==> src/rtl/a51_pkg.sv <==
// Shared constants and types for the A5/1 keystream generator:
// register geometry, feedback taps, clocking bits and phase lengths.
package a51_pkg;

    localparam int R1_W = 19;
    localparam int R2_W = 22;
    localparam int R3_W = 23;

    // Tap masks: R1 {18,17,16,13}, R2 {21,20}, R3 {22,21,20,7}
    localparam logic [R1_W-1:0] R1_TAPS = 19'h72000;
    localparam logic [R2_W-1:0] R2_TAPS = 22'h300000;
    localparam logic [R3_W-1:0] R3_TAPS = 23'h700080;

    localparam int R1_CLK = 8;
    localparam int R2_CLK = 10;
    localparam int R3_CLK = 10;

    localparam int CNT_W = 9;
    localparam logic [CNT_W-1:0] KEY_LAST   = 9'd63;
    localparam logic [CNT_W-1:0] FRAME_LAST = 9'd21;
    localparam logic [CNT_W-1:0] MIX_LAST   = 9'd99;
    localparam logic [CNT_W-1:0] KS_LAST    = 9'd227;

    typedef enum logic [2:0] {
        LOAD_KEY,
        LOAD_FRAME,
        MIX,
        KEYSTREAM,
        DONE
    } phase_e;

    function automatic logic maj3(input logic a, input logic b, input logic c);
        return (a & b) | (a & c) | (b & c);
    endfunction

endpackage

==> src/rtl/a51_lfsr.sv <==
// Fibonacci LFSR that shifts left when enabled; the new LSB is the XOR of
// the tapped bits with an externally injected key/frame bit.
module a51_lfsr #(
    parameter int           W    = 19,
    parameter logic [W-1:0] TAPS = '0
) (
    input  logic         clk_i,
    input  logic         rst_ni,
    input  logic         en_i,
    input  logic         inj_i,
    output logic [W-1:0] state_o
);

    logic [W-1:0] state_q;
    logic         fb;

    assign fb      = (^(state_q & TAPS)) ^ inj_i;
    assign state_o = state_q;

    // NOTE: sequential state uses non-blocking assignments so every register
    // in the design samples pre-edge values of its neighbours.
    always_ff @(posedge clk_i or negedge rst_ni) begin
        if (!rst_ni) begin
            state_q <= '0;
        end else if (en_i) begin
            state_q <= {state_q[W-2:0], fb};
        end
    end

endmodule

==> src/rtl/a51.sv <==
// A5/1 core: loads KEY then FRAME into three LFSRs, mixes for 100 cycles,
// emits 228 keystream bits, then freezes until the next reset.
module a51
    import a51_pkg::*;
#(
    parameter logic [63:0] KEY   = 64'h0,
    parameter logic [21:0] FRAME = 22'h0
) (
    input  logic        clock,
    input  logic        reset,
    output logic        out,
    output logic [18:0] out19,
    output logic [21:0] out22,
    output logic [22:0] out23,
    output logic [85:0] testout
);

    phase_e            phase_q;
    logic [CNT_W-1:0]  cnt_q;
    logic [2:0]        en;
    logic              inj;
    logic              maj;
    logic [31:0]       frame_pad;

    assign frame_pad = {10'b0, FRAME};
    assign maj       = maj3(out19[R1_CLK], out22[R2_CLK], out23[R3_CLK]);

    always_ff @(posedge clock or negedge reset) begin
        if (!reset) begin
            phase_q <= LOAD_KEY;
            cnt_q   <= '0;
        end else begin
            cnt_q <= cnt_q + 1'b1;
            unique case (phase_q)
                LOAD_KEY: if (cnt_q == KEY_LAST) begin
                    phase_q <= LOAD_FRAME;
                    cnt_q   <= '0;
                end
                LOAD_FRAME: if (cnt_q == FRAME_LAST) begin
                    phase_q <= MIX;
                    cnt_q   <= '0;
                end
                MIX: if (cnt_q == MIX_LAST) begin
                    phase_q <= KEYSTREAM;
                    cnt_q   <= '0;
                end
                KEYSTREAM: if (cnt_q == KS_LAST) begin
                    phase_q <= DONE;
                    cnt_q   <= '0;
                end
                default: cnt_q <= cnt_q;
            endcase
        end
    end

    // Load phases clock all registers; mixing phases clock only the majority.
    // NOTE: every always_comb output gets a default first so no latch is inferred.
    always_comb begin
        en  = 3'b000;
        inj = 1'b0;
        unique case (phase_q)
            LOAD_KEY: begin
                en  = 3'b111;
                inj = KEY[cnt_q[5:0]];
            end
            LOAD_FRAME: begin
                en  = 3'b111;
                inj = frame_pad[cnt_q[4:0]];
            end
            MIX, KEYSTREAM: begin
                en[0] = (out19[R1_CLK] == maj);
                en[1] = (out22[R2_CLK] == maj);
                en[2] = (out23[R3_CLK] == maj);
            end
            default: ;
        endcase
    end

    a51_lfsr #(.W(R1_W), .TAPS(R1_TAPS)) u_r1 (
        .clk_i(clock), .rst_ni(reset), .en_i(en[0]), .inj_i(inj), .state_o(out19)
    );
    a51_lfsr #(.W(R2_W), .TAPS(R2_TAPS)) u_r2 (
        .clk_i(clock), .rst_ni(reset), .en_i(en[1]), .inj_i(inj), .state_o(out22)
    );
    a51_lfsr #(.W(R3_W), .TAPS(R3_TAPS)) u_r3 (
        .clk_i(clock), .rst_ni(reset), .en_i(en[2]), .inj_i(inj), .state_o(out23)
    );

    assign out     = (phase_q == KEYSTREAM) & (out19[18] ^ out22[21] ^ out23[22]);
    assign testout = {FRAME, KEY};

endmodule

==> config.mk <==
export PLATFORM = sky130hd
export DESIGN_NAME = a51
export DESIGN_NICKNAME = d
export VERILOG_FILES = /design/src/rtl/a51_pkg.sv /design/src/rtl/a51_lfsr.sv /design/src/rtl/a51.sv
export SDC_FILE = /design/constraint.sdc
export NUM_CORES = 1
export LEC_CHECK = 0
export ABC_CLOCK_PERIOD_IN_PS = 1900
export CORE_ASPECT_RATIO = 0.9
export CORE_UTILIZATION = 44
export DETAILED_ROUTE_END_ITERATION = 10
export GPL_TIMING_DRIVEN = 0
export PLACE_DENSITY_LB_ADDON = 0.05
export SETUP_SLACK_MARGIN = 0.15
export SYNTH_ARGS = -nofsm -noshare
export SYNTH_HDL_FRONTEND = slang
export SYNTH_SLANG_ARGS = --single-unit
==> constraint.sdc <==
create_clock -name clock -period 1.9 [get_ports clock]
set_input_delay 0.285 -clock clock [delete_from_list [all_inputs] [get_ports clock]]
set_output_delay 0.285 -clock clock [all_outputs]
set_load 0.01 [all_outputs]
==> results.json, run 1 <==
{
  "start_util_pct": 46.0,
  "htree_levels": 3,
  "antennaDiodeCount": 0,
  "rows": 32,
  "grt_util_all_layers_pct": 15.5,
  "rsz0062_at_grt": "true",
  "numCtsBuffers": 9,
  "port_buffers": 66,
  "clkSlewWorstSetupHoldPaths_ns": 0.08,
  "nets": 491,
  "ir_drop_mv": 0.535,
  "status": "complete, no violations",
  "grt_remaining_overflow": 0,
  "r2r-end": "u_r2.state_o[1]",
  "hold_class": "input port to async pin",
  "worstRegToRegCells": 5,
  "cts_buffer_depth": 2,
  "ys_seq_area_share_pct": 47.8,
  "dieArea_um2": 9420,
  "wl_per_cell_um": 11.4,
  "dpl.cell_count": 587,
  "reg2reg_slack_ns": 0.26,
  "max_freq_mhz": 532,
  "synthesis.area_um2": 3980,
  "antenna_found_initial": 0,
  "cts-root-buf": "clkbuf_8",
  "fp.coreArea_um2": 8650,
  "skew_ns": 0.00845,
  "period_minus_slack_ns": 1.88,
  "p_per_area_nw_per_um2": 590,
  "final_cell_mix": "98 x buf_4, 86 x conb_1, 73 x dfrtp_1, 62 x clkdlybuf4s50_1, 34 x mux2_2",
  "ant_nets": 0,
  "drt_drc_violations_left": 0,
  "cp_max_fo": 2,
  "nFillCells": 710,
  "place_congestion": 0.783,
  "grt_pass1_wl_um": 11300,
  "p_leak_nw": 2.91,
  "yosysTopAreaCell": "dfrtp_1",
  "hpwlAfterDp_um": 5020,
  "first_iter_violations": 67,
  "grt_pass1_vias": 2241,
  "drive_above_1_share_pct": 37.0,
  "pin_count": 153,
  "r2r-start": "u_r1.state_o[8]",
  "power_mw": 3.24,
  "cap_violations": 0,
  "final-setup-viol-count": 0,
  "die_w_um": 102,
  "stdcell_count": 611,
  "cp-end-kind": "primary output",
  "clock_latency_ns": 0.34,
  "cts_tree": "built",
  "ys_ff_latch": 76,
  "area.growth.synth_to_final_pct": 38.1,
  "async_reset_ff_share_pct": 100,
  "startpoint_type": "flip-flop",
  "endpoint": "out",
  "crit_start": "u_r2.state_o[21]",
  "place_ws_ns": -0.444,
  "setup_slack_ns": 0.0218,
  "synth_edf_count": 0,
  "synthTopCellsByArea": "dfrtp_1 48%, buf_4 17%, mux2_2 9.6%, mux2_1 5.7%, mux2_4 3.8%",
  "vias": 2569,
  "period_share_pct": 98.9,
  "ys.flop_type": "dfrtp_1",
  "grt_start_max_net_pins": 42,
  "crit_required_ns": 1.62,
  "yosysUniqueCellTypes": 46,
  "syn_avg_cell_area_um2": 12.6,
  "drv_slew": 0,
  "critical_path_class": "flip-flop to primary output",
  "cp.arrival_ns": 1.59,
  "final_hold_viol_count": 0,
  "syn_inst": 316,
  "die_h_um": 92.2,
  "numClockSinks": 76,
  "ys_warn_count": 0,
  "finalSetupTns_ns": 0,
  "yosysTopAreaCellShare_pct": 47.8,
  "final_common_cell": "buf_4",
  "dr.pass1.iters": 4,
  "drt_wl_total_um": 6960,
  "vias_per_cell": 4.20,
  "holdWs_ns": 0.427
}
## synth_stat cells, drive strengths merged, types with 2 or more instances
library cell and count:
buf 93, dfrtp 76, mux2 64, nand2 12, nand3 10, xnor2 6
xor2 6, a21oi 5, nand4 4, inv 3, nand2b 3, nor3 3
and2 2, ha 2, mux2i 2, nor4b 2, o211ai 2, o41ai 2
or2 2
## through the flow
stage,utilization (%),instance area [µm²]
2_1_floorplan,-,4290
3_5_place_dp,59.2,5120
3_3_place_gp,59.0,5100
4_1_cts,62.8,5440
6_report,63.5,5490
5_1_grt,63.5,5490
## critical path, cell delays in order (launching register included)
cell,delay (ns)
dfrtp_1,0.41
xor2_2,0.20
xnor2_2,0.15
nor4b_4,0.31
buf_2,0.18
## area by class of cell
| cell class | instances | area, µm² | area share (%) |
|---|---|---|---|
| clock inverter | 5 | 85.1 | 1.55 |
| inverter | 3 | 11.3 | 0.205 |
| clock buffer | 11 | 141 | 2.58 |
| sequential | 76 | 1910 | 34.7 |
| multi-input combinational | 228 | 1720 | 31.3 |
| timing repair buffer | 75 | 753 | 13.7 |
| tap | 119 | 149 | 2.71 |
| buffer | 94 | 728 | 13.3 |
## per-layer routing
metal	share of wire, %	GRT usage, %	routed length [µm]
met1	44	20.2	3040
met2	47	23.5	3260
met3	8.7	6.55	607
met4	0.90	3.93	63
met5	0	0	0
## how the worst min path moves through the flow
stage	slack, ns	start	endpoint	cells after the start
floorplan	-0.01	reset	cnt_q[0]	0
global placement	0.49	u_r2.state_o[19]	u_r2.state_o[19]	1
detailed placement	0.27	reset	u_r1.state_o[1]	1
CTS	0.43	reset	u_r1.state_o[1]	2
global route	0.46	reset	u_r1.state_o[1]	2
finish	0.43	reset	u_r1.state_o[1]	2
## cell families (layout without fill, tap and decap cells)
family	count (synthesis)	after routing	share of synthesized area [%]
flops	76	76	47.8
xor+xnor	12	12	2.64
fa+ha+maj	2	2	0.629
simple gates	45	45	7.49
compound gates	17	17	3.53
buf+inv	97	188	18.2
mux	66	66	19.6
other cells	1	86	0.0943
## state kept, by name (all words and copies together), names as in the netlist
signal and flops:
cnt_q 9, phase_q 3, u_r3.state_o 23, u_r1.state_o 19, u_r2.state_o 22
## power breakdown
| group | switching [mW] | internal, mW |
|---|---|---|
| combinational | 0.131 | 0.121 |
| sequential | 0 | 1.62 |
| clock | 0.594 | 0.781 |
| total | 0.725 | 2.52 |
## timing repair
| item | 4_1_cts | 5_1_grt |
|---|---|---|
| pin swaps | 2 | 3 |
| endpoints found under the hold margin | 35 | 0 |
| buffers inserted | 5 | 2 |
| hold buffers | 1 | 0 |
| setup endpoints to repair | 11 | 29 |
| resized for setup | 12 | 9 |
Power figures use the tool's default switching activity.
==> run 2: changes to the inputs <==
--- a/config.mk
+++ b/config.mk
@@ -12,6 +12,7 @@
 export GPL_TIMING_DRIVEN = 0
 export PLACE_DENSITY_LB_ADDON = 0.05
 export SETUP_SLACK_MARGIN = 0.15
+export SLEW_MARGIN = 0
 export SYNTH_ARGS = -nofsm -noshare
 export SYNTH_HDL_FRONTEND = slang
 export SYNTH_SLANG_ARGS = --single-unit
==> results of run 2 <==
Same layout as run 1: the final DEF is identical, and so are final timing and power.
==> RTL change 1, RTL diff (config.mk and constraints of run 2) <==
Change the package constant `CNT_W` from 9 to 18.
--- a/src/rtl/a51_pkg.sv
+++ b/src/rtl/a51_pkg.sv
@@ -17,3 +17,3 @@
 
-    localparam int CNT_W = 9;
+    localparam int CNT_W = 18;
     localparam logic [CNT_W-1:0] KEY_LAST   = 9'd63;
Behaviour: same outputs for any inputs over 10 cycles, from zero or initial values and one cycle with reset low; that may be too few to reach the edited logic, so the function may still have changed.
==> RTL change 1 against run 2 <==
  * The run now ends with setup timing left
  * Wire length increased by 17%
  * Non-clock buffer count increased by 16
  * Sequential cell count increased by 9
  * Cell area increased by 9.6%
  * Sequential share of layout area increased by 0.70 points
  * Via count increased by 15%
  * Power increased by 5.1%
  * Synthesized area increased by 7.9%
  * Worst setup slack got worse by 0.39 ns
  * Critical path type is now flop to flop
==> RTL change 1: results (changes against run 2) <==
.. list-table::
   :header-rows: 1

   * - Metric
     - Value
   * - Global routing usage summed across all routing layers
     - 16.76% (+1.3 points)
   * - Via count of the first global-routing pass
     - 2742 (+22%)
   * - Clock Skew
     - 0.007571 ns (-0.0008786 ns)
   * - Largest vdd supply drop
     - 0.3924 mV (-27%)
   * - Run status
     - finished with violations
   * - Switching Share
     - 23.17% (+0.82 points)
   * - Mean routed wirelength per cell
     - 12.11 µm (+6.3%)
   * - Share of synthesized area occupied by flip-flops and latches
     - 49.59% (+1.7 points)
   * - Largest net degree at the start of global routing
     - 53 (+26%)
   * - Nets@finish
     - 549 (+12%)
   * - Total Neg Setup Slack
     - -2.991 ns (-2.991 ns)
   * - Most used standard cells in the synthesized netlist
     - 86 x sky130_fd_sc_hd__buf_4, 85 x sky130_fd_sc_hd__dfrtp_1, 62 x sky130_fd_sc_hd__mux2_2
   * - Compound-cell area share of the yosys netlist
     - 3.851% (+0.33 points)
   * - Adder-cell share of the synthesized area
     - 0.5834% (-0.046 points)
   * - Area share of xor/xnor cells in the synthesized design
     - 4.288% (+1.6 points)
   * - Minimum setup slack after placement
     - -0.4244 ns (+0.01929 ns)
   * - Violations in the final reports
     - setup timing
   * - Final count of negative-setup-slack endpoints
     - 14 (+14)
   * - Detail Placement HPWL
     - 5540 µm (+10%)
   * - Worst-skew pair later-pin latency
     - 0.36 ns (+0.02 ns)
   * - Delay of the slowest critical-path stage
     - 0.56 ns (+0.15 ns)
   * - Routability-driven placement congestion ratio
     - 0.8290 (+5.8%)
   * - Inst Count DP
     - 634 (+8.0%)
   * - First-pass GRT wire length
     - 12980 µm (+15%)
   * - Multiplexer fraction of the synthesized cell area
     - 17.09% (-2.5 points)
   * - Maximum net fanout on the critical path
     - 5 (+3)
   * - Fin worst setup slack
     - -0.3634 ns (-0.3852 ns)
-- RTL change 1: changes by cell type in the layout (fill, tap and decap cells not counted), sizes merged, moves of 4 or more --
cell / before / now
and3: 1 / 5
buf: 103 / 115
clkbuf: 12 / 17
dfrtp: 76 / 85
nand2: 12 / 17
nor2: 0 / 12
o21ai: 1 / 6
xnor2: 6 / 16
-- RTL change 1: path summary, 6_finish.rpt --
| path | from | to | slack (ns) | cells after the start |
|---|---|---|---|---|
| worst max-delay path | cnt_q[10] | phase_q[0] | -0.36 | 6 |
| min in group clock | cnt_q[13] | cnt_q[13] | 0.51 | 1 |
| worst min register to register | cnt_q[13] | cnt_q[13] | 0.51 | 1 |
| worst min-delay path | reset | u_r2.state_o[16] | 0.42 | 2 |
| worst max register to register | cnt_q[10] | phase_q[0] | -0.36 | 6 |
| max in group asynchronous | reset | u_r3.state_o[10] | 0.87 | 3 |
-- RTL change 1: area by class of cell --
type / count / area, µm²
Sequential cell: 85 / 2131
Timing Repair Buffer: 89 / 868.3
Inverter: 4 / 15.01
Fill cell: 748 / 3273
Clock buffer: 12 / 155.1
Multi-Input combinational cell: 260 / 1936
Clock inverter: 4 / 55.05
Tap cell: 122 / 152.6
Buffer: 96 / 704.4
-- RTL change 1: kinds of logic (layout without fill, tap and decap cells) --
family / count (synthesis) / count (layout)
other: 1 / 86
multiplexers: 65 / 65
AO/OA/AOI/OAI: 21 / 21
buffers and inverters: 100 / 205
XOR/XNOR: 21 / 21
flip-flops: 85 / 85
adder cells (fa/ha/maj): 2 / 2
AND/OR/NAND/NOR: 65 / 65
-- RTL change 1: what timing repair did --
action | CTS | global route
endpoints found under the hold margin | 33 | 0
gates resized for setup | 34 | 22
cloned | 0 | 0
pin swaps | 16 | 12
buffers inserted | 17 | 4
hold buffers | 1 | 0
setup endpoints to repair | 79 | 64
-- RTL change 1: worst reg2reg max path, stage by stage (launching register included) --
cell and delay, ns:
sky130_fd_sc_hd__dfrtp_1 0.39, sky130_fd_sc_hd__or4_4 0.56, sky130_fd_sc_hd__nor4_4 0.25, sky130_fd_sc_hd__buf_6 0.17
sky130_fd_sc_hd__a311oi_4 0.14, sky130_fd_sc_hd__or3_1 0.39, sky130_fd_sc_hd__mux2_4 0.26
-- RTL change 1: power groups by stage --
stage	clock (W)	sequential (W)	combinational, W
6_report	0.00134	0.00181	0.000256
5_1_grt	0.00145	0.00181	0.000288
4_1_cts	0.00139	0.00181	0.000252
3_5_place_dp	0	0.00184	0.000250
3_3_place_gp	0	0.00184	0.000243
2_1_floorplan	0	0.00184	0.000205
-- RTL change 1: layer usage --
layer	wire length, µm	track usage (%)	vias up
li1	-	-	1421
met4	141	6.366	0
met3	828	7.314	13
met1	3381	20.43	1398
met2	3790	26.42	132
met5	0	0	-
==> RTL change 2, RTL diff (flow settings as in run 2) <==
Without the edit above. Encoding of `phase_e`: now one-hot (5 bits for 5 values).
--- a/src/rtl/a51_pkg.sv
+++ b/src/rtl/a51_pkg.sv
@@ -23,8 +23,8 @@
 
-    typedef enum logic [2:0] {
-        LOAD_KEY,
-        LOAD_FRAME,
-        MIX,
-        KEYSTREAM,
-        DONE
+    typedef enum logic [4:0] {
+        LOAD_KEY   = 5'b00001,
+        LOAD_FRAME = 5'b00010,
+        MIX        = 5'b00100,
+        KEYSTREAM  = 5'b01000,
+        DONE       = 5'b10000
     } phase_e;
Formal check against the unedited RTL: no difference found for any inputs over 10 cycles, from zero or initial values and one cycle with reset low; not proved beyond that.
==> RTL change 2 against run 2 <==
  * The run now ends with setup timing left
  * Sequential cell count up 2
  * Wire length grew 32%
  * Power shrank 2.6%
  * Cell area grew 16%
  * Register-to-register slack got worse by 0.42 ns
  * Worst setup slack worse by 0.19 ns
  * Synthesized area is 5.5% higher
  * Core utilization up 5.9 points
  * Count of clock-buffer cells in the layout fell by 2
  * Maximum frequency down 9.0%
  * First-iteration DRC count is 6.0% lower
  * Clock power shrank 9%
  * Cell count rose by 11%
==> RTL change 2: results (changes against run 2) <==
.. list-table::
   :header-rows: 1

   * - Metric
     - Value
   * - DR iter-0 viols
     - 63 (-6.0%)
   * - Final count of negative-setup-slack endpoints
     - 73 (+73)
   * - Area share of xor/xnor cells in the synthesized design
     - 2.714% (+0.070 points)
   * - Drt first pass iters
     - 4 (unchanged)
   * - Violations in the final reports
     - setup timing
   * - Worst-skew pair later-pin latency
     - 0.35 ns
   * - Routability-driven placement congestion ratio
     - 0.8477 (+8.2%)
   * - Clock Skew
     - 0.01147 ns (+0.003025 ns)
   * - Multiplexer fraction of the synthesized cell area
     - 19.56% (about the same)
   * - First-pass GRT wire length
     - 13860 µm (+23%)
   * - Standard cell area after detailed placement
     - 0.005461 mm² (+6.6%)
   * - Via count
     - 2951 (+15%)
   * - Filler-free cell count of the finished design
     - 676 (+11%)
   * - Number of buffers added by the clock tree synthesis step
     - 9 (unchanged)
   * - Unique cell type count in the Yosys netlist
     - 49 (+6.5%)
   * - Nets@finish
     - 553 (+13%)
   * - Total Neg Setup Slack
     - -7.227 ns (-7.227 ns)
   * - Largest net degree at the start of global routing
     - 66 (+57%)
   * - Maximum net fanout on the critical path
     - 6 (+4)
   * - Minimum setup slack after placement
     - -0.3827 ns (+0.06102 ns)
   * - Share of synthesized area occupied by flip-flops and latches
     - 46.56% (-1.3 points)
   * - Number of instances in the synthesized netlist
     - 342 (+8.2%)
   * - Most used standard cells in the synthesized netlist
     - 91 x sky130_fd_sc_hd__buf_4, 77 x sky130_fd_sc_hd__dfrtp_1, 55 x sky130_fd_sc_hd__mux2_2
   * - Critical path arrival
     - 2.29 ns (+0.70 ns)
   * - Largest vdd supply drop
     - 0.4277 mV (-20%)
   * - Most area-consuming cells after synthesis
     - sky130_fd_sc_hd__dfrtp_1 46%, sky130_fd_sc_hd__buf_4 16%, sky130_fd_sc_hd__mux2_2 15%
   * - Final-layout fill cell count
     - 683 (-3.8%)
   * - Fin worst setup slack
     - -0.1638 ns (-0.1856 ns)
   * - Detail Placement HPWL
     - 5604 µm (+12%)
   * - Via count of the first global-routing pass
     - 2774 (+24%)
   * - Layout cells sized above 1
     - 47.65% (+11 points)
   * - Adder-cell share of the synthesized area
     - 0.5965% (-0.033 points)
   * - Run status
     - finished with violations
   * - Global routing usage summed across all routing layers
     - 18.08% (+2.6 points)
   * - Inst Count DP
     - 616 (+4.9%)
   * - Compound-cell area share of the yosys netlist
     - 7.367% (+3.8 points)
   * - Mean routed wirelength per cell
     - 13.62 µm (+19%)
   * - Async S/R FF share, synth
     - 100.0% (unchanged)
   * - Static leakage
     - 3.183 nW (+9.4%)
[RTL change 2: cell types whose count changed in the layout (fill, tap and decap cells not counted), sizes merged, moves of 3 or more]
| cell | run 2 | this run |
|---|---|---|
| nand4 | 4 | 1 |
| o21ai | 1 | 7 |
| buf | 103 | 141 |
| a21oi | 5 | 11 |
| nor2 | 0 | 8 |
| nand3 | 10 | 5 |
| and3 | 1 | 4 |
| a31oi | 0 | 3 |
[RTL change 2: layer usage]
metal | vias up | share of wire [%] | GRT usage [%]
met5 | - | 0 | 0
met4 | 0 | 1.9 | 7.394
met3 | 16 | 7.0 | 6.487
met2 | 108 | 49 | 29.14
met1 | 1399 | 42 | 22.26
li1 | 1428 | - | -
[RTL change 2: power breakdown]
part / switching (W) / leakage [nW] / internal (W)
registers: 0 / 1.08 / 0.00166
logic: 0.000132 / 2.00 / 0.000122
clock network: 0.000633 / 0.104 / 0.000612
total: 0.000765 / 3.18 / 0.00239
[RTL change 2: what timing repair did]
action / CTS / global route
gates resized for setup: 73 / 21
setup endpoints to repair: 79 / 82
pin swaps: 25 / 14
hold buffers: 1 / 0
gates cloned: 3 / 0
setup buffers: 30 / 10
endpoints found under the hold margin: 12 / 0
[RTL change 2: area by class of cell]
| class | count | area [µm²] | share of cell area, % |
|---|---|---|---|
| Buffer | 96 | 760.7 | 11.96 |
| Multi-Input combinational cell | 251 | 2183 | 34.34 |
| Clock buffer | 9 | 123.9 | 1.948 |
| Sequential cell | 78 | 1958 | 30.79 |
| Timing Repair Buffer | 111 | 1101 | 17.32 |
| Tap cell | 122 | 152.6 | 2.401 |
| Inverter | 2 | 7.507 | 0.1181 |
| Clock inverter | 7 | 71.32 | 1.122 |
[RTL change 2: worst paths after layout]
path / cells past startpoint / slack, ns / from / end
max in group asynchronous: 3 / 0.96 / reset / cnt_q[7]
min in group clock: 1 / 0.53 / u_r3.state_o[4] / u_r3.state_o[4]
hold reg to reg: 1 / 0.53 / u_r3.state_o[4] / u_r3.state_o[4]
hold / removal: 2 / 0.33 / reset / phase_q[4]
setup reg to reg: 8 / -0.16 / phase_q[0] / phase_q[3]
setup / recovery: 8 / -0.16 / phase_q[0] / phase_q[3]
[RTL change 2: worst max-delay path: stages, from the launching register on]
cell and delay, ns:
sky130_fd_sc_hd__dfstp_2 0.60, sky130_fd_sc_hd__xnor2_4 0.08, sky130_fd_sc_hd__a2111oi_4 0.37, sky130_fd_sc_hd__a21oi_4 0.12, sky130_fd_sc_hd__buf_4 0.15, sky130_fd_sc_hd__buf_4 0.13
sky130_fd_sc_hd__buf_6 0.13, sky130_fd_sc_hd__o31ai_4 0.26, sky130_fd_sc_hd__o21ai_1 0.10
